<file path="src/rtl/axi_pkg.sv">
`default_nettype none
// ============================================================================
//  Module      : axi_pkg
//  Description : Shared types for the two-requester AXI read/write arbiter:
//                FSM state encodings, AXI response codes, grant encoding.
//  Revision    : 1.0  initial release
// ============================================================================
package axi_pkg;

    // Read-side arbiter states
    typedef enum logic [1:0] {
        R_IDLE = 2'd0,
        R_ADDR = 2'd1,
        R_DATA = 2'd2
    } rd_state_t;

    // Write-side arbiter states
    typedef enum logic [1:0] {
        W_IDLE = 2'd0,
        W_BUSY = 2'd1,
        W_RESP = 2'd2
    } wr_state_t;

    // Which requester owns the read path
    typedef enum logic {
        GRANT_IFU = 1'b0,
        GRANT_EXU = 1'b1
    } grant_t;

    // AXI response codes
    localparam logic [1:0] c_resp_okay   = 2'b00;
    localparam logic [1:0] c_resp_exokay = 2'b01;
    localparam logic [1:0] c_resp_slverr = 2'b10;
    localparam logic [1:0] c_resp_decerr = 2'b11;

    // Width of the AXI burst-length field
    localparam int LEN_W = 8;

    // The requester that did not win last time
    function automatic grant_t rr_other(input grant_t g);
        return (g == GRANT_IFU) ? GRANT_EXU : GRANT_IFU;
    endfunction

endpackage
`default_nettype wire

</file>
<file path="src/rtl/axi_rr_arbiter_if.sv">
`default_nettype none
// ============================================================================
//  Module      : axi_rr_arbiter_if
//  Description : Signal bundle of the arbiter: IFU/EXU requester ports, the
//                shared bus master port and the protocol-error pulse.
//                'slave' is the arbiter's view, 'master' the surroundings.
//  Revision    : 1.0  initial release
// ============================================================================
interface axi_rr_arbiter_if #(
    parameter int ADDR_W = 32,
    parameter int DATA_W = 64,
    parameter int ID_W   = 4
);
    localparam int STRB_W = DATA_W / 8;

    // IFU read address
    logic              ifu_arvalid_i;
    logic [ADDR_W-1:0] ifu_araddr_i;
    logic [ID_W-1:0]   ifu_arid_i;
    logic [7:0]        ifu_arlen_i;
    logic [2:0]        ifu_arsize_i;
    logic [1:0]        ifu_arburst_i;
    logic              ifu_arready_o;
    // EXU read address
    logic              exu_arvalid_i;
    logic [ADDR_W-1:0] exu_araddr_i;
    logic [ID_W-1:0]   exu_arid_i;
    logic [7:0]        exu_arlen_i;
    logic [2:0]        exu_arsize_i;
    logic [1:0]        exu_arburst_i;
    logic              exu_arready_o;
    // Bus read address
    logic              arvalid_o;
    logic [ADDR_W-1:0] araddr_o;
    logic [ID_W-1:0]   arid_o;
    logic [7:0]        arlen_o;
    logic [2:0]        arsize_o;
    logic [1:0]        arburst_o;
    logic              arready_i;
    // Bus read data
    logic              rvalid_i;
    logic [DATA_W-1:0] rdata_i;
    logic [1:0]        rresp_i;
    logic              rlast_i;
    logic [ID_W-1:0]   rid_i;
    logic              rready_o;
    // Routed read data
    logic              ifu_rvalid_o;
    logic [DATA_W-1:0] ifu_rdata_o;
    logic [1:0]        ifu_rresp_o;
    logic              ifu_rlast_o;
    logic [ID_W-1:0]   ifu_rid_o;
    logic              ifu_rready_i;
    logic              exu_rvalid_o;
    logic [DATA_W-1:0] exu_rdata_o;
    logic [1:0]        exu_rresp_o;
    logic              exu_rlast_o;
    logic [ID_W-1:0]   exu_rid_o;
    logic              exu_rready_i;
    // EXU write address
    logic              exu_awvalid_i;
    logic [ADDR_W-1:0] exu_awaddr_i;
    logic [ID_W-1:0]   exu_awid_i;
    logic [7:0]        exu_awlen_i;
    logic [2:0]        exu_awsize_i;
    logic [1:0]        exu_awburst_i;
    logic              exu_awready_o;
    // Bus write address
    logic              awvalid_o;
    logic [ADDR_W-1:0] awaddr_o;
    logic [ID_W-1:0]   awid_o;
    logic [7:0]        awlen_o;
    logic [2:0]        awsize_o;
    logic [1:0]        awburst_o;
    logic              awready_i;
    // EXU write data
    logic              exu_wvalid_i;
    logic [DATA_W-1:0] exu_wdata_i;
    logic [STRB_W-1:0] exu_wstrb_i;
    logic              exu_wlast_i;
    logic              exu_wready_o;
    // Bus write data
    logic              wvalid_o;
    logic [DATA_W-1:0] wdata_o;
    logic [STRB_W-1:0] wstrb_o;
    logic              wlast_o;
    logic              wready_i;
    // Bus write response
    logic              bvalid_i;
    logic [1:0]        bresp_i;
    logic [ID_W-1:0]   bid_i;
    logic              bready_o;
    // Routed write response
    logic              exu_bvalid_o;
    logic [1:0]        exu_bresp_o;
    logic [ID_W-1:0]   exu_bid_o;
    logic              exu_bready_i;
    // Burst-length protocol violation
    logic              rd_err_o;

    modport slave (
        input  ifu_arvalid_i, ifu_araddr_i, ifu_arid_i, ifu_arlen_i, ifu_arsize_i, ifu_arburst_i,
        output ifu_arready_o,
        input  exu_arvalid_i, exu_araddr_i, exu_arid_i, exu_arlen_i, exu_arsize_i, exu_arburst_i,
        output exu_arready_o,
        output arvalid_o, araddr_o, arid_o, arlen_o, arsize_o, arburst_o,
        input  arready_i,
        input  rvalid_i, rdata_i, rresp_i, rlast_i, rid_i,
        output rready_o,
        output ifu_rvalid_o, ifu_rdata_o, ifu_rresp_o, ifu_rlast_o, ifu_rid_o,
        input  ifu_rready_i,
        output exu_rvalid_o, exu_rdata_o, exu_rresp_o, exu_rlast_o, exu_rid_o,
        input  exu_rready_i,
        input  exu_awvalid_i, exu_awaddr_i, exu_awid_i, exu_awlen_i, exu_awsize_i, exu_awburst_i,
        output exu_awready_o,
        output awvalid_o, awaddr_o, awid_o, awlen_o, awsize_o, awburst_o,
        input  awready_i,
        input  exu_wvalid_i, exu_wdata_i, exu_wstrb_i, exu_wlast_i,
        output exu_wready_o,
        output wvalid_o, wdata_o, wstrb_o, wlast_o,
        input  wready_i,
        input  bvalid_i, bresp_i, bid_i,
        output bready_o,
        output exu_bvalid_o, exu_bresp_o, exu_bid_o,
        input  exu_bready_i,
        output rd_err_o
    );

    modport master (
        output ifu_arvalid_i, ifu_araddr_i, ifu_arid_i, ifu_arlen_i, ifu_arsize_i, ifu_arburst_i,
        input  ifu_arready_o,
        output exu_arvalid_i, exu_araddr_i, exu_arid_i, exu_arlen_i, exu_arsize_i, exu_arburst_i,
        input  exu_arready_o,
        input  arvalid_o, araddr_o, arid_o, arlen_o, arsize_o, arburst_o,
        output arready_i,
        output rvalid_i, rdata_i, rresp_i, rlast_i, rid_i,
        input  rready_o,
        input  ifu_rvalid_o, ifu_rdata_o, ifu_rresp_o, ifu_rlast_o, ifu_rid_o,
        output ifu_rready_i,
        input  exu_rvalid_o, exu_rdata_o, exu_rresp_o, exu_rlast_o, exu_rid_o,
        output exu_rready_i,
        output exu_awvalid_i, exu_awaddr_i, exu_awid_i, exu_awlen_i, exu_awsize_i, exu_awburst_i,
        input  exu_awready_o,
        input  awvalid_o, awaddr_o, awid_o, awlen_o, awsize_o, awburst_o,
        output awready_i,
        output exu_wvalid_i, exu_wdata_i, exu_wstrb_i, exu_wlast_i,
        input  exu_wready_o,
        input  wvalid_o, wdata_o, wstrb_o, wlast_o,
        output wready_i,
        output bvalid_i, bresp_i, bid_i,
        input  bready_o,
        input  exu_bvalid_o, exu_bresp_o, exu_bid_o,
        output exu_bready_i,
        input  rd_err_o
    );

endinterface
`default_nettype wire

</file>
<file path="src/rtl/rr_pick2.sv">
`default_nettype none
// ============================================================================
//  Module      : rr_pick2
//  Description : Combinational two-way round-robin picker. On contention the
//                requester that did not win last time is chosen.
//  Revision    : 1.0  initial release
// ============================================================================
module rr_pick2
    import axi_pkg::*;
(
    input  logic   i_req_ifu,
    input  logic   i_req_exu,
    input  grant_t i_last_grant,
    output logic   o_valid,
    output grant_t o_grant
);

    // Pick the sole requester, or alternate when both are asking
    always_comb begin
        o_grant = GRANT_IFU;
        if (i_req_ifu && i_req_exu) begin
            o_grant = rr_other(i_last_grant);
        end else if (i_req_exu) begin
            o_grant = GRANT_EXU;
        end
    end

    assign o_valid = i_req_ifu | i_req_exu;

endmodule
`default_nettype wire

</file>
<file path="src/rtl/axi_rr_arbiter.sv">
`default_nettype none
// ============================================================================
//  Module      : axi_rr_arbiter
//  Description : Shares one AXI4 master port between IFU (read-only) and EXU
//                (read/write). Reads are granted round-robin and held for the
//                whole burst; EXU writes use an independent path. All bus
//                signals are pure muxes steered by registered state.
//  Revision    : 1.0  initial release
// ============================================================================
module axi_rr_arbiter
    import axi_pkg::*;
(
    input  logic            clock,
    input  logic            reset,
    axi_rr_arbiter_if.slave axi
);

    // ------------------------------------------------------------------
    // Read path state
    // ------------------------------------------------------------------
    rd_state_t        r_rd_state;
    rd_state_t        w_rd_state_nxt;
    grant_t           r_grant;
    grant_t           w_grant_nxt;
    grant_t           r_last_grant;
    grant_t           w_last_grant_nxt;
    logic [LEN_W-1:0] r_len;
    logic [LEN_W-1:0] w_len_nxt;
    logic [LEN_W-1:0] r_beat;
    logic [LEN_W-1:0] w_beat_nxt;

    logic             w_pick_valid;
    grant_t           w_pick_grant;
    logic             w_sel_arvalid;
    logic [LEN_W-1:0] w_sel_arlen;
    logic             w_sel_rready;
    logic             w_ar_hs;
    logic             w_r_hs;

    rr_pick2 u_pick (
        .i_req_ifu    (axi.ifu_arvalid_i),
        .i_req_exu    (axi.exu_arvalid_i),
        .i_last_grant (r_last_grant),
        .o_valid      (w_pick_valid),
        .o_grant      (w_pick_grant)
    );

    assign w_sel_arvalid = (r_grant == GRANT_EXU) ? axi.exu_arvalid_i : axi.ifu_arvalid_i;
    assign w_sel_arlen   = (r_grant == GRANT_EXU) ? axi.exu_arlen_i   : axi.ifu_arlen_i;
    assign w_sel_rready  = (r_grant == GRANT_EXU) ? axi.exu_rready_i  : axi.ifu_rready_i;
    assign w_ar_hs       = (r_rd_state == R_ADDR) && w_sel_arvalid && axi.arready_i;
    assign w_r_hs        = (r_rd_state == R_DATA) && axi.rvalid_i && w_sel_rready;

    // Read FSM and grant/beat bookkeeping registers
    always_ff @(posedge clock or negedge reset) begin
        if (!reset) begin
            r_rd_state   <= R_IDLE;
            r_grant      <= GRANT_IFU;
            r_last_grant <= GRANT_EXU;
            r_len        <= '0;
            r_beat       <= '0;
        end else begin
            r_rd_state   <= w_rd_state_nxt;
            r_grant      <= w_grant_nxt;
            r_last_grant <= w_last_grant_nxt;
            r_len        <= w_len_nxt;
            r_beat       <= w_beat_nxt;
        end
    end

    // Read FSM next state: grant in idle, hold through the burst, release on rlast
    always_comb begin
        w_rd_state_nxt   = r_rd_state;
        w_grant_nxt      = r_grant;
        w_last_grant_nxt = r_last_grant;
        w_len_nxt        = r_len;
        w_beat_nxt       = r_beat;
        case (r_rd_state)
            R_IDLE: begin
                if (w_pick_valid) begin
                    w_grant_nxt    = w_pick_grant;
                    w_rd_state_nxt = R_ADDR;
                end
            end
            R_ADDR: begin
                if (w_ar_hs) begin
                    w_len_nxt      = w_sel_arlen;
                    w_beat_nxt     = '0;
                    w_rd_state_nxt = R_DATA;
                end
            end
            R_DATA: begin
                if (w_r_hs) begin
                    w_beat_nxt = r_beat + 8'd1;
                    // A wrong-length burst is only flagged; release still waits for rlast
                    if (axi.rlast_i) begin
                        w_last_grant_nxt = r_grant;
                        w_rd_state_nxt   = R_IDLE;
                    end
                end
            end
            default: begin
                w_rd_state_nxt = R_IDLE;
            end
        endcase
    end

    // Read channel routing; the non-granted requester sees all zeros
    always_comb begin
        axi.ifu_arready_o = 1'b0;
        axi.exu_arready_o = 1'b0;
        axi.arvalid_o     = 1'b0;
        axi.araddr_o      = '0;
        axi.arid_o        = '0;
        axi.arlen_o       = '0;
        axi.arsize_o      = '0;
        axi.arburst_o     = '0;
        axi.rready_o      = 1'b0;
        axi.ifu_rvalid_o  = 1'b0;
        axi.ifu_rdata_o   = '0;
        axi.ifu_rresp_o   = '0;
        axi.ifu_rlast_o   = 1'b0;
        axi.ifu_rid_o     = '0;
        axi.exu_rvalid_o  = 1'b0;
        axi.exu_rdata_o   = '0;
        axi.exu_rresp_o   = '0;
        axi.exu_rlast_o   = 1'b0;
        axi.exu_rid_o     = '0;
        axi.rd_err_o      = 1'b0;
        case (r_rd_state)
            R_ADDR: begin
                if (r_grant == GRANT_EXU) begin
                    axi.arvalid_o     = axi.exu_arvalid_i;
                    axi.araddr_o      = axi.exu_araddr_i;
                    axi.arid_o        = axi.exu_arid_i;
                    axi.arlen_o       = axi.exu_arlen_i;
                    axi.arsize_o      = axi.exu_arsize_i;
                    axi.arburst_o     = axi.exu_arburst_i;
                    axi.exu_arready_o = axi.arready_i;
                end else begin
                    axi.arvalid_o     = axi.ifu_arvalid_i;
                    axi.araddr_o      = axi.ifu_araddr_i;
                    axi.arid_o        = axi.ifu_arid_i;
                    axi.arlen_o       = axi.ifu_arlen_i;
                    axi.arsize_o      = axi.ifu_arsize_i;
                    axi.arburst_o     = axi.ifu_arburst_i;
                    axi.ifu_arready_o = axi.arready_i;
                end
            end
            R_DATA: begin
                axi.rready_o = w_sel_rready;
                // Last beat must coincide with beat index == arlen
                axi.rd_err_o = w_r_hs && (axi.rlast_i ? (r_beat != r_len) : (r_beat == r_len));
                if (r_grant == GRANT_EXU) begin
                    axi.exu_rvalid_o = axi.rvalid_i;
                    axi.exu_rdata_o  = axi.rdata_i;
                    axi.exu_rresp_o  = axi.rresp_i;
                    axi.exu_rlast_o  = axi.rlast_i;
                    axi.exu_rid_o    = axi.rid_i;
                end else begin
                    axi.ifu_rvalid_o = axi.rvalid_i;
                    axi.ifu_rdata_o  = axi.rdata_i;
                    axi.ifu_rresp_o  = axi.rresp_i;
                    axi.ifu_rlast_o  = axi.rlast_i;
                    axi.ifu_rid_o    = axi.rid_i;
                end
            end
            default: begin
            end
        endcase
    end

    // ------------------------------------------------------------------
    // Write path (EXU only, independent of the read path)
    // ------------------------------------------------------------------
    wr_state_t r_wr_state;
    wr_state_t w_wr_state_nxt;
    logic      r_aw_done;
    logic      w_aw_done_nxt;
    logic      r_w_done;
    logic      w_w_done_nxt;
    logic      w_aw_hs;
    logic      w_wlast_hs;
    logic      w_b_hs;

    assign w_aw_hs    = (r_wr_state == W_BUSY) && !r_aw_done && axi.exu_awvalid_i && axi.awready_i;
    assign w_wlast_hs = (r_wr_state == W_BUSY) && !r_w_done && axi.exu_wvalid_i && axi.wready_i
                        && axi.exu_wlast_i;
    assign w_b_hs     = (r_wr_state == W_RESP) && axi.bvalid_i && axi.exu_bready_i;

    // Write FSM and channel-completion flags
    always_ff @(posedge clock or negedge reset) begin
        if (!reset) begin
            r_wr_state <= W_IDLE;
            r_aw_done  <= 1'b0;
            r_w_done   <= 1'b0;
        end else begin
            r_wr_state <= w_wr_state_nxt;
            r_aw_done  <= w_aw_done_nxt;
            r_w_done   <= w_w_done_nxt;
        end
    end

    // Write FSM next state: AW and W may finish in either order or together
    always_comb begin
        w_wr_state_nxt = r_wr_state;
        w_aw_done_nxt  = r_aw_done;
        w_w_done_nxt   = r_w_done;
        case (r_wr_state)
            W_IDLE: begin
                w_aw_done_nxt = 1'b0;
                w_w_done_nxt  = 1'b0;
                if (axi.exu_awvalid_i) begin
                    w_wr_state_nxt = W_BUSY;
                end
            end
            W_BUSY: begin
                w_aw_done_nxt = r_aw_done | w_aw_hs;
                w_w_done_nxt  = r_w_done | w_wlast_hs;
                if (w_aw_done_nxt && w_w_done_nxt) begin
                    w_wr_state_nxt = W_RESP;
                end
            end
            W_RESP: begin
                if (w_b_hs) begin
                    w_wr_state_nxt = W_IDLE;
                end
            end
            default: begin
                w_wr_state_nxt = W_IDLE;
            end
        endcase
    end

    // Write channel routing; AW and W run together so slave ordering cannot deadlock
    always_comb begin
        axi.exu_awready_o = 1'b0;
        axi.awvalid_o     = 1'b0;
        axi.awaddr_o      = '0;
        axi.awid_o        = '0;
        axi.awlen_o       = '0;
        axi.awsize_o      = '0;
        axi.awburst_o     = '0;
        axi.exu_wready_o  = 1'b0;
        axi.wvalid_o      = 1'b0;
        axi.wdata_o       = '0;
        axi.wstrb_o       = '0;
        axi.wlast_o       = 1'b0;
        axi.bready_o      = 1'b0;
        axi.exu_bvalid_o  = 1'b0;
        axi.exu_bresp_o   = '0;
        axi.exu_bid_o     = '0;
        case (r_wr_state)
            W_BUSY: begin
                if (!r_aw_done) begin
                    axi.awvalid_o     = axi.exu_awvalid_i;
                    axi.awaddr_o      = axi.exu_awaddr_i;
                    axi.awid_o        = axi.exu_awid_i;
                    axi.awlen_o       = axi.exu_awlen_i;
                    axi.awsize_o      = axi.exu_awsize_i;
                    axi.awburst_o     = axi.exu_awburst_i;
                    axi.exu_awready_o = axi.awready_i;
                end
                if (!r_w_done) begin
                    axi.wvalid_o     = axi.exu_wvalid_i;
                    axi.wdata_o      = axi.exu_wdata_i;
                    axi.wstrb_o      = axi.exu_wstrb_i;
                    axi.wlast_o      = axi.exu_wlast_i;
                    axi.exu_wready_o = axi.wready_i;
                end
            end
            W_RESP: begin
                axi.exu_bvalid_o = axi.bvalid_i;
                axi.exu_bresp_o  = axi.bresp_i;
                axi.exu_bid_o    = axi.bid_i;
                axi.bready_o     = axi.exu_bready_i;
            end
            default: begin
            end
        endcase
    end

endmodule
`default_nettype wire

</file>
<file path="src/flat_wrapper.sv">
// flat-port wrapper written by rule: the top's interface ports become plain ports
module axi_rr_arbiter_flat import axi_pkg::*;
  (clock, reset, axi_ifu_arvalid_i, axi_ifu_araddr_i, axi_ifu_arid_i, axi_ifu_arlen_i, axi_ifu_arsize_i, axi_ifu_arburst_i, axi_ifu_arready_o, axi_exu_arvalid_i, axi_exu_araddr_i, axi_exu_arid_i, axi_exu_arlen_i, axi_exu_arsize_i, axi_exu_arburst_i, axi_exu_arready_o, axi_arvalid_o, axi_araddr_o, axi_arid_o, axi_arlen_o, axi_arsize_o, axi_arburst_o, axi_arready_i, axi_rvalid_i, axi_rdata_i, axi_rresp_i, axi_rlast_i, axi_rid_i, axi_rready_o, axi_ifu_rvalid_o, axi_ifu_rdata_o, axi_ifu_rresp_o, axi_ifu_rlast_o, axi_ifu_rid_o, axi_ifu_rready_i, axi_exu_rvalid_o, axi_exu_rdata_o, axi_exu_rresp_o, axi_exu_rlast_o, axi_exu_rid_o, axi_exu_rready_i, axi_exu_awvalid_i, axi_exu_awaddr_i, axi_exu_awid_i, axi_exu_awlen_i, axi_exu_awsize_i, axi_exu_awburst_i, axi_exu_awready_o, axi_awvalid_o, axi_awaddr_o, axi_awid_o, axi_awlen_o, axi_awsize_o, axi_awburst_o, axi_awready_i, axi_exu_wvalid_i, axi_exu_wdata_i, axi_exu_wstrb_i, axi_exu_wlast_i, axi_exu_wready_o, axi_wvalid_o, axi_wdata_o, axi_wstrb_o, axi_wlast_o, axi_wready_i, axi_bvalid_i, axi_bresp_i, axi_bid_i, axi_bready_o, axi_exu_bvalid_o, axi_exu_bresp_o, axi_exu_bid_o, axi_exu_bready_i, axi_rd_err_o);
  axi_rr_arbiter_if #(.ADDR_W(32), .DATA_W(64), .ID_W(4)) axi_i ();
  input  logic clock;
  input  logic reset;
  input wire logic [$bits(axi_i.ifu_arvalid_i)-1:0] axi_ifu_arvalid_i;
  input wire logic [$bits(axi_i.ifu_araddr_i)-1:0] axi_ifu_araddr_i;
  input wire logic [$bits(axi_i.ifu_arid_i)-1:0] axi_ifu_arid_i;
  input wire logic [$bits(axi_i.ifu_arlen_i)-1:0] axi_ifu_arlen_i;
  input wire logic [$bits(axi_i.ifu_arsize_i)-1:0] axi_ifu_arsize_i;
  input wire logic [$bits(axi_i.ifu_arburst_i)-1:0] axi_ifu_arburst_i;
  output wire logic [$bits(axi_i.ifu_arready_o)-1:0] axi_ifu_arready_o;
  input wire logic [$bits(axi_i.exu_arvalid_i)-1:0] axi_exu_arvalid_i;
  input wire logic [$bits(axi_i.exu_araddr_i)-1:0] axi_exu_araddr_i;
  input wire logic [$bits(axi_i.exu_arid_i)-1:0] axi_exu_arid_i;
  input wire logic [$bits(axi_i.exu_arlen_i)-1:0] axi_exu_arlen_i;
  input wire logic [$bits(axi_i.exu_arsize_i)-1:0] axi_exu_arsize_i;
  input wire logic [$bits(axi_i.exu_arburst_i)-1:0] axi_exu_arburst_i;
  output wire logic [$bits(axi_i.exu_arready_o)-1:0] axi_exu_arready_o;
  output wire logic [$bits(axi_i.arvalid_o)-1:0] axi_arvalid_o;
  output wire logic [$bits(axi_i.araddr_o)-1:0] axi_araddr_o;
  output wire logic [$bits(axi_i.arid_o)-1:0] axi_arid_o;
  output wire logic [$bits(axi_i.arlen_o)-1:0] axi_arlen_o;
  output wire logic [$bits(axi_i.arsize_o)-1:0] axi_arsize_o;
  output wire logic [$bits(axi_i.arburst_o)-1:0] axi_arburst_o;
  input wire logic [$bits(axi_i.arready_i)-1:0] axi_arready_i;
  input wire logic [$bits(axi_i.rvalid_i)-1:0] axi_rvalid_i;
  input wire logic [$bits(axi_i.rdata_i)-1:0] axi_rdata_i;
  input wire logic [$bits(axi_i.rresp_i)-1:0] axi_rresp_i;
  input wire logic [$bits(axi_i.rlast_i)-1:0] axi_rlast_i;
  input wire logic [$bits(axi_i.rid_i)-1:0] axi_rid_i;
  output wire logic [$bits(axi_i.rready_o)-1:0] axi_rready_o;
  output wire logic [$bits(axi_i.ifu_rvalid_o)-1:0] axi_ifu_rvalid_o;
  output wire logic [$bits(axi_i.ifu_rdata_o)-1:0] axi_ifu_rdata_o;
  output wire logic [$bits(axi_i.ifu_rresp_o)-1:0] axi_ifu_rresp_o;
  output wire logic [$bits(axi_i.ifu_rlast_o)-1:0] axi_ifu_rlast_o;
  output wire logic [$bits(axi_i.ifu_rid_o)-1:0] axi_ifu_rid_o;
  input wire logic [$bits(axi_i.ifu_rready_i)-1:0] axi_ifu_rready_i;
  output wire logic [$bits(axi_i.exu_rvalid_o)-1:0] axi_exu_rvalid_o;
  output wire logic [$bits(axi_i.exu_rdata_o)-1:0] axi_exu_rdata_o;
  output wire logic [$bits(axi_i.exu_rresp_o)-1:0] axi_exu_rresp_o;
  output wire logic [$bits(axi_i.exu_rlast_o)-1:0] axi_exu_rlast_o;
  output wire logic [$bits(axi_i.exu_rid_o)-1:0] axi_exu_rid_o;
  input wire logic [$bits(axi_i.exu_rready_i)-1:0] axi_exu_rready_i;
  input wire logic [$bits(axi_i.exu_awvalid_i)-1:0] axi_exu_awvalid_i;
  input wire logic [$bits(axi_i.exu_awaddr_i)-1:0] axi_exu_awaddr_i;
  input wire logic [$bits(axi_i.exu_awid_i)-1:0] axi_exu_awid_i;
  input wire logic [$bits(axi_i.exu_awlen_i)-1:0] axi_exu_awlen_i;
  input wire logic [$bits(axi_i.exu_awsize_i)-1:0] axi_exu_awsize_i;
  input wire logic [$bits(axi_i.exu_awburst_i)-1:0] axi_exu_awburst_i;
  output wire logic [$bits(axi_i.exu_awready_o)-1:0] axi_exu_awready_o;
  output wire logic [$bits(axi_i.awvalid_o)-1:0] axi_awvalid_o;
  output wire logic [$bits(axi_i.awaddr_o)-1:0] axi_awaddr_o;
  output wire logic [$bits(axi_i.awid_o)-1:0] axi_awid_o;
  output wire logic [$bits(axi_i.awlen_o)-1:0] axi_awlen_o;
  output wire logic [$bits(axi_i.awsize_o)-1:0] axi_awsize_o;
  output wire logic [$bits(axi_i.awburst_o)-1:0] axi_awburst_o;
  input wire logic [$bits(axi_i.awready_i)-1:0] axi_awready_i;
  input wire logic [$bits(axi_i.exu_wvalid_i)-1:0] axi_exu_wvalid_i;
  input wire logic [$bits(axi_i.exu_wdata_i)-1:0] axi_exu_wdata_i;
  input wire logic [$bits(axi_i.exu_wstrb_i)-1:0] axi_exu_wstrb_i;
  input wire logic [$bits(axi_i.exu_wlast_i)-1:0] axi_exu_wlast_i;
  output wire logic [$bits(axi_i.exu_wready_o)-1:0] axi_exu_wready_o;
  output wire logic [$bits(axi_i.wvalid_o)-1:0] axi_wvalid_o;
  output wire logic [$bits(axi_i.wdata_o)-1:0] axi_wdata_o;
  output wire logic [$bits(axi_i.wstrb_o)-1:0] axi_wstrb_o;
  output wire logic [$bits(axi_i.wlast_o)-1:0] axi_wlast_o;
  input wire logic [$bits(axi_i.wready_i)-1:0] axi_wready_i;
  input wire logic [$bits(axi_i.bvalid_i)-1:0] axi_bvalid_i;
  input wire logic [$bits(axi_i.bresp_i)-1:0] axi_bresp_i;
  input wire logic [$bits(axi_i.bid_i)-1:0] axi_bid_i;
  output wire logic [$bits(axi_i.bready_o)-1:0] axi_bready_o;
  output wire logic [$bits(axi_i.exu_bvalid_o)-1:0] axi_exu_bvalid_o;
  output wire logic [$bits(axi_i.exu_bresp_o)-1:0] axi_exu_bresp_o;
  output wire logic [$bits(axi_i.exu_bid_o)-1:0] axi_exu_bid_o;
  input wire logic [$bits(axi_i.exu_bready_i)-1:0] axi_exu_bready_i;
  output wire logic [$bits(axi_i.rd_err_o)-1:0] axi_rd_err_o;
  assign axi_i.ifu_arvalid_i = axi_ifu_arvalid_i;
  assign axi_i.ifu_araddr_i = axi_ifu_araddr_i;
  assign axi_i.ifu_arid_i = axi_ifu_arid_i;
  assign axi_i.ifu_arlen_i = axi_ifu_arlen_i;
  assign axi_i.ifu_arsize_i = axi_ifu_arsize_i;
  assign axi_i.ifu_arburst_i = axi_ifu_arburst_i;
  assign axi_ifu_arready_o = axi_i.ifu_arready_o;
  assign axi_i.exu_arvalid_i = axi_exu_arvalid_i;
  assign axi_i.exu_araddr_i = axi_exu_araddr_i;
  assign axi_i.exu_arid_i = axi_exu_arid_i;
  assign axi_i.exu_arlen_i = axi_exu_arlen_i;
  assign axi_i.exu_arsize_i = axi_exu_arsize_i;
  assign axi_i.exu_arburst_i = axi_exu_arburst_i;
  assign axi_exu_arready_o = axi_i.exu_arready_o;
  assign axi_arvalid_o = axi_i.arvalid_o;
  assign axi_araddr_o = axi_i.araddr_o;
  assign axi_arid_o = axi_i.arid_o;
  assign axi_arlen_o = axi_i.arlen_o;
  assign axi_arsize_o = axi_i.arsize_o;
  assign axi_arburst_o = axi_i.arburst_o;
  assign axi_i.arready_i = axi_arready_i;
  assign axi_i.rvalid_i = axi_rvalid_i;
  assign axi_i.rdata_i = axi_rdata_i;
  assign axi_i.rresp_i = axi_rresp_i;
  assign axi_i.rlast_i = axi_rlast_i;
  assign axi_i.rid_i = axi_rid_i;
  assign axi_rready_o = axi_i.rready_o;
  assign axi_ifu_rvalid_o = axi_i.ifu_rvalid_o;
  assign axi_ifu_rdata_o = axi_i.ifu_rdata_o;
  assign axi_ifu_rresp_o = axi_i.ifu_rresp_o;
  assign axi_ifu_rlast_o = axi_i.ifu_rlast_o;
  assign axi_ifu_rid_o = axi_i.ifu_rid_o;
  assign axi_i.ifu_rready_i = axi_ifu_rready_i;
  assign axi_exu_rvalid_o = axi_i.exu_rvalid_o;
  assign axi_exu_rdata_o = axi_i.exu_rdata_o;
  assign axi_exu_rresp_o = axi_i.exu_rresp_o;
  assign axi_exu_rlast_o = axi_i.exu_rlast_o;
  assign axi_exu_rid_o = axi_i.exu_rid_o;
  assign axi_i.exu_rready_i = axi_exu_rready_i;
  assign axi_i.exu_awvalid_i = axi_exu_awvalid_i;
  assign axi_i.exu_awaddr_i = axi_exu_awaddr_i;
  assign axi_i.exu_awid_i = axi_exu_awid_i;
  assign axi_i.exu_awlen_i = axi_exu_awlen_i;
  assign axi_i.exu_awsize_i = axi_exu_awsize_i;
  assign axi_i.exu_awburst_i = axi_exu_awburst_i;
  assign axi_exu_awready_o = axi_i.exu_awready_o;
  assign axi_awvalid_o = axi_i.awvalid_o;
  assign axi_awaddr_o = axi_i.awaddr_o;
  assign axi_awid_o = axi_i.awid_o;
  assign axi_awlen_o = axi_i.awlen_o;
  assign axi_awsize_o = axi_i.awsize_o;
  assign axi_awburst_o = axi_i.awburst_o;
  assign axi_i.awready_i = axi_awready_i;
  assign axi_i.exu_wvalid_i = axi_exu_wvalid_i;
  assign axi_i.exu_wdata_i = axi_exu_wdata_i;
  assign axi_i.exu_wstrb_i = axi_exu_wstrb_i;
  assign axi_i.exu_wlast_i = axi_exu_wlast_i;
  assign axi_exu_wready_o = axi_i.exu_wready_o;
  assign axi_wvalid_o = axi_i.wvalid_o;
  assign axi_wdata_o = axi_i.wdata_o;
  assign axi_wstrb_o = axi_i.wstrb_o;
  assign axi_wlast_o = axi_i.wlast_o;
  assign axi_i.wready_i = axi_wready_i;
  assign axi_i.bvalid_i = axi_bvalid_i;
  assign axi_i.bresp_i = axi_bresp_i;
  assign axi_i.bid_i = axi_bid_i;
  assign axi_bready_o = axi_i.bready_o;
  assign axi_exu_bvalid_o = axi_i.exu_bvalid_o;
  assign axi_exu_bresp_o = axi_i.exu_bresp_o;
  assign axi_exu_bid_o = axi_i.exu_bid_o;
  assign axi_i.exu_bready_i = axi_exu_bready_i;
  assign axi_rd_err_o = axi_i.rd_err_o;
  axi_rr_arbiter u_core (.clock(clock), .reset(reset), .axi(axi_i));
endmodule
</file>
<file path="config.mk">
export PLATFORM = sky130hd
export DESIGN_NAME = axi_rr_arbiter_flat
export DESIGN_NICKNAME = d
export VERILOG_FILES = /design/src/rtl/axi_pkg.sv /design/src/rtl/axi_rr_arbiter_if.sv /design/src/rtl/rr_pick2.sv /design/src/rtl/axi_rr_arbiter.sv /design/src/flat_wrapper.sv
export SDC_FILE = /design/constraint.sdc
export NUM_CORES = 1
export LEC_CHECK = 0
export BUFFER_PORTS_ARGS = -buffer_cell sky130_fd_sc_hd__buf_2
export CORE_AREA = 2 2 252 254
export DETAILED_ROUTE_END_ITERATION = 8
export DIE_AREA = 0 0 254 256
export MAX_ROUTING_LAYER = met4
export PLACE_DENSITY = 0.3
export SETUP_SLACK_MARGIN = 0.1
export SLEW_MARGIN = 30
export SYNTH_ARGS = -nofsm -noshare
export SYNTH_HDL_FRONTEND = slang
export SYNTH_SLANG_ARGS = --single-unit
</file>
<file path="constraint.sdc">
create_clock -name clock -period 3.1 [get_ports clock]
set_input_delay 0.31 -clock clock [delete_from_list [all_inputs] [get_ports clock]]
set_output_delay 0.31 -clock clock [all_outputs]
set_load 0.02 [all_outputs]
</file>
==> reports/qor.txt <==
ANT nets after route = 0
Crit path cell chain = inv_1 > ha_2 > buf_4 > and3_1 > buf_2
H-tree Lvls = 1
Area Growth Syn to Fin = 108%
Adder-Cell Fraction of Synth Area = 1.57%
Ys Warns = 0
HP Class = in2async
Compound-Gate Fraction of Synth Area = 5.10%
Root Driver = clkbuf_16
Sequential-to-total area share from yosys stat = 15.1%
Clock Power Share = 5.9%
Pwr dens = 817 nW/um2
Sequential power share = 8.3%
Worst Reg-to-Reg Cells = 6
# Max-Cap Violations = 0
Syn_nets = 894
Total Routing Usage GR = 7.68%
Fraction of registers with async set/reset = 100%
GP Congestion = 0.830
Routed wire per std cell = 13.1 um
Largest family of logic cells by synthesized area = simple AND/OR/NAND/NOR gates
Final number of hold-violating endpoints = 0
Unique cell type count in the Yosys netlist = 38
Final setup fails = 0
# nets final = 1,495
Die Y = 256 um
Mux cell area share after synthesis = 13.6%
Internal Pwr Total = 2.73 mW
DRT iter0 DRCs = 235
Port bufs = 642
Synthesized flop and latch total = 24
Total CTS buffers = 3
Core box area = 62,400 um2
Sw Ratio = 59.6%
Post-Syn Area = 4000 um2
Final wirelength = 26.6 mm
Worst-case vdd ir drop = 415 uV
Tcrit/Tclk final = 79.2%
CTS tree = built
Clock transition at path regs = 0.08 ns
Synth Flop Type = dfrtp_1
CTS Sinks = 24
Slew Limit Fails = 0
DR vias/cell = 3.09
Outcome = completed
Area contributors post-synth = and2_1, dfrtp_1, mux2i_1
Cell with the most instances after synthesis = and2_1
Pwr Total = 6.78 mW
Crit path DAT = 2.14 ns
First-pass GRT wire length = 37.3 mm
DRC Markers = 0
Setup Skew = 0.00280 ns
Post_cts resized = 0
Worst R2R Setup Slack = 0.95 ns
Leakage power = 5.04 nW
CP max stage delay = 0.62 ns
P_sw = 4.04 mW
Required @ worst endpoint = 2.79 ns
DP Cell Count = 2,020
Post-DP HPWL = 23.0 mm
CP endpoint kind = primary output
Post-synthesis simple-gate area fraction = 57.2%
Vias in the first global route = 6,288
Grt total ovfl = 0
Post-synth EDFFs = 0
Achievable Freq = 407 MHz
Avg Cell Area, Syn = 6.91 um2
Largest net degree at the start of global routing = 93
Post-synthesis xor/xnor area fraction = 1.75%
Cell row count = 92
Min Tclk post-route = 2.45 ns
CTS max path bufs = 2
Initial antenna violation count = 4
DIE AREA = 65,000 um2
Setup bufs post-CTS = 0
I/O Pins = 643
Non-filler cells, final = 2,027
Layout cells sized above 1 = 56.5%
Gate power share = 85.8%
Post-CTS Hold Buffers = 0
Critical Path Fanout Max = 92
Post-synth top cells = and2_1, and3_1, nor2_1, mux2i_1, clkbuf_1
CP Class = reg2out
DR pass1 iterations = 4
Slew @ Worst Pin = 0.854 ns
Worst skew pair latency = 0.27 ns
FF-to-FF End = u_core.r_rd_state[1]
Critical path's slowest cell = buf_4
RSZ-0062 raised after global routing = no
Post-synth top area cell = and2_1
Headroom to the max-slew limit = 43.1%
Setup TNS = 0 ns
Yosys top cell area share = 32.3%
RR Startpoint = u_core.r_rd_state[0]
Die Wd = 254 um
Initial Utilization = 6.40%
Synth Instances = 578
Via count = 6,256
Critical Path Start Type = register
==> kinds of logic (layout without fill, tap and decap cells) <==
kind of cell / after synthesis / in the layout
mux: 54 / 54
other cells: 0 / 3
xor+xnor: 8 / 8
compound gates: 29 / 29
flops: 24 / 24
simple gates: 399 / 399
buf+inv: 59 / 659
fa+ha+maj: 5 / 5
==> cell type report <==
cell class	count	area, um2
Tap cell	846	1060
Fill cell	7235	54100
Clock buffer	3	75.1
Multi-Input combinational cell	495	3190
Inverter	5	18.8
Timing Repair Buffer	650	3310
Antenna cell	3	7.51
Clock inverter	1	30.0
Sequential cell	24	606
==> how the worst max path moves through the flow <==
stage | start | end | slack [ns] | cells after the start
6_report | u_core.r_rd_state[0] | axi_exu_rdata_o[17] | 0.65 | 5
5_1_grt | u_core.r_rd_state[0] | axi_rd_err_o | 0.41 | 6
4_1_cts | u_core.r_rd_state[0] | axi_rd_err_o | 0.54 | 6
3_5_place_dp | u_core.r_rd_state[0] | axi_rd_err_o | 0.86 | 6
3_3_place_gp | u_core.r_grant | axi_rd_err_o | 0.85 | 5
2_1_floorplan | u_core.r_grant | axi_exu_rdata_o[10] | 1.27 | 4
==> power groups by stage <==
stage	clock network, mW	registers [mW]	logic (mW)
after global placement	0	0.571	5.95
after detailed placement	0	0.567	5.90
after floorplan	0	0.511	3.79
after global routing	0.444	0.584	6.31
after CTS	0.433	0.565	5.92
final	0.397	0.563	5.82
==> registers in the layout, summed over array words and instances (netlist names) <==
signal,cells
u_core.r_wr_state,2
u_core.r_len,8
u_core.r_rd_state,2
u_core.r_beat,8
u_core.r_aw_done,1
u_core.r_grant,1
u_core.r_w_done,1
u_core.r_last_grant,1
==> through the flow <==
step | setup WS, ns | util [%] | cell area, um2 | hold WS (ns)
after global routing | 0.415 | 13.3 | 8290 | 0.123
after floorplan | 1.27 | - | 4000 | 0.0144
after CTS | 0.540 | 13.3 | 8280 | 0.0973
after global placement | 0.847 | 13.1 | 8150 | 0.412
after detailed placement | 0.856 | 13.1 | 8180 | 0.402
final | 0.646 | 13.3 | 8290 | 0.0704
==> critical path, delay by kind of cell, from the launching register on <==
family | cells | cell delay (ns)
fa+ha+maj | 1 | 0.18
flops | 1 | 0.41
buf+inv | 3 | 0.92
simple gates | 1 | 0.36
==> cells in the final DEF, fill, tap and decap left out, types with 2 or more instances in the layout <==
cell / n
a211o_1: 3
a21oi_1: 9
a2bb2oi_1: 2
and2_1: 206
and3_1: 75
buf_2: 642
buf_4: 6
clkbuf_16: 3
dfrtp_1: 22
diode_2: 3
ha_1: 4
inv_1: 4
mux2_2: 3
mux2i_1: 51
nand2_1: 21
nand3_1: 7
nand3b_1: 2
nand4_1: 3
nor2_1: 66
nor2_2: 2
nor2b_1: 4
nor4b_1: 2
o21ai_0: 3
o221ai_1: 4
o22a_1: 2
or3_1: 2
or4b_1: 2
xnor2_1: 8
==> metal layers <==
layer	vias up	global-route usage [%]	part of all wire, %
met5	-	-	0
met2	387	16.2	56
met3	22	1.14	7.5
li1	3105	-	-
met1	2742	6.92	34
met4	0	1.75	1.9
No activity file was read; power rests on OpenSTA's default activity.
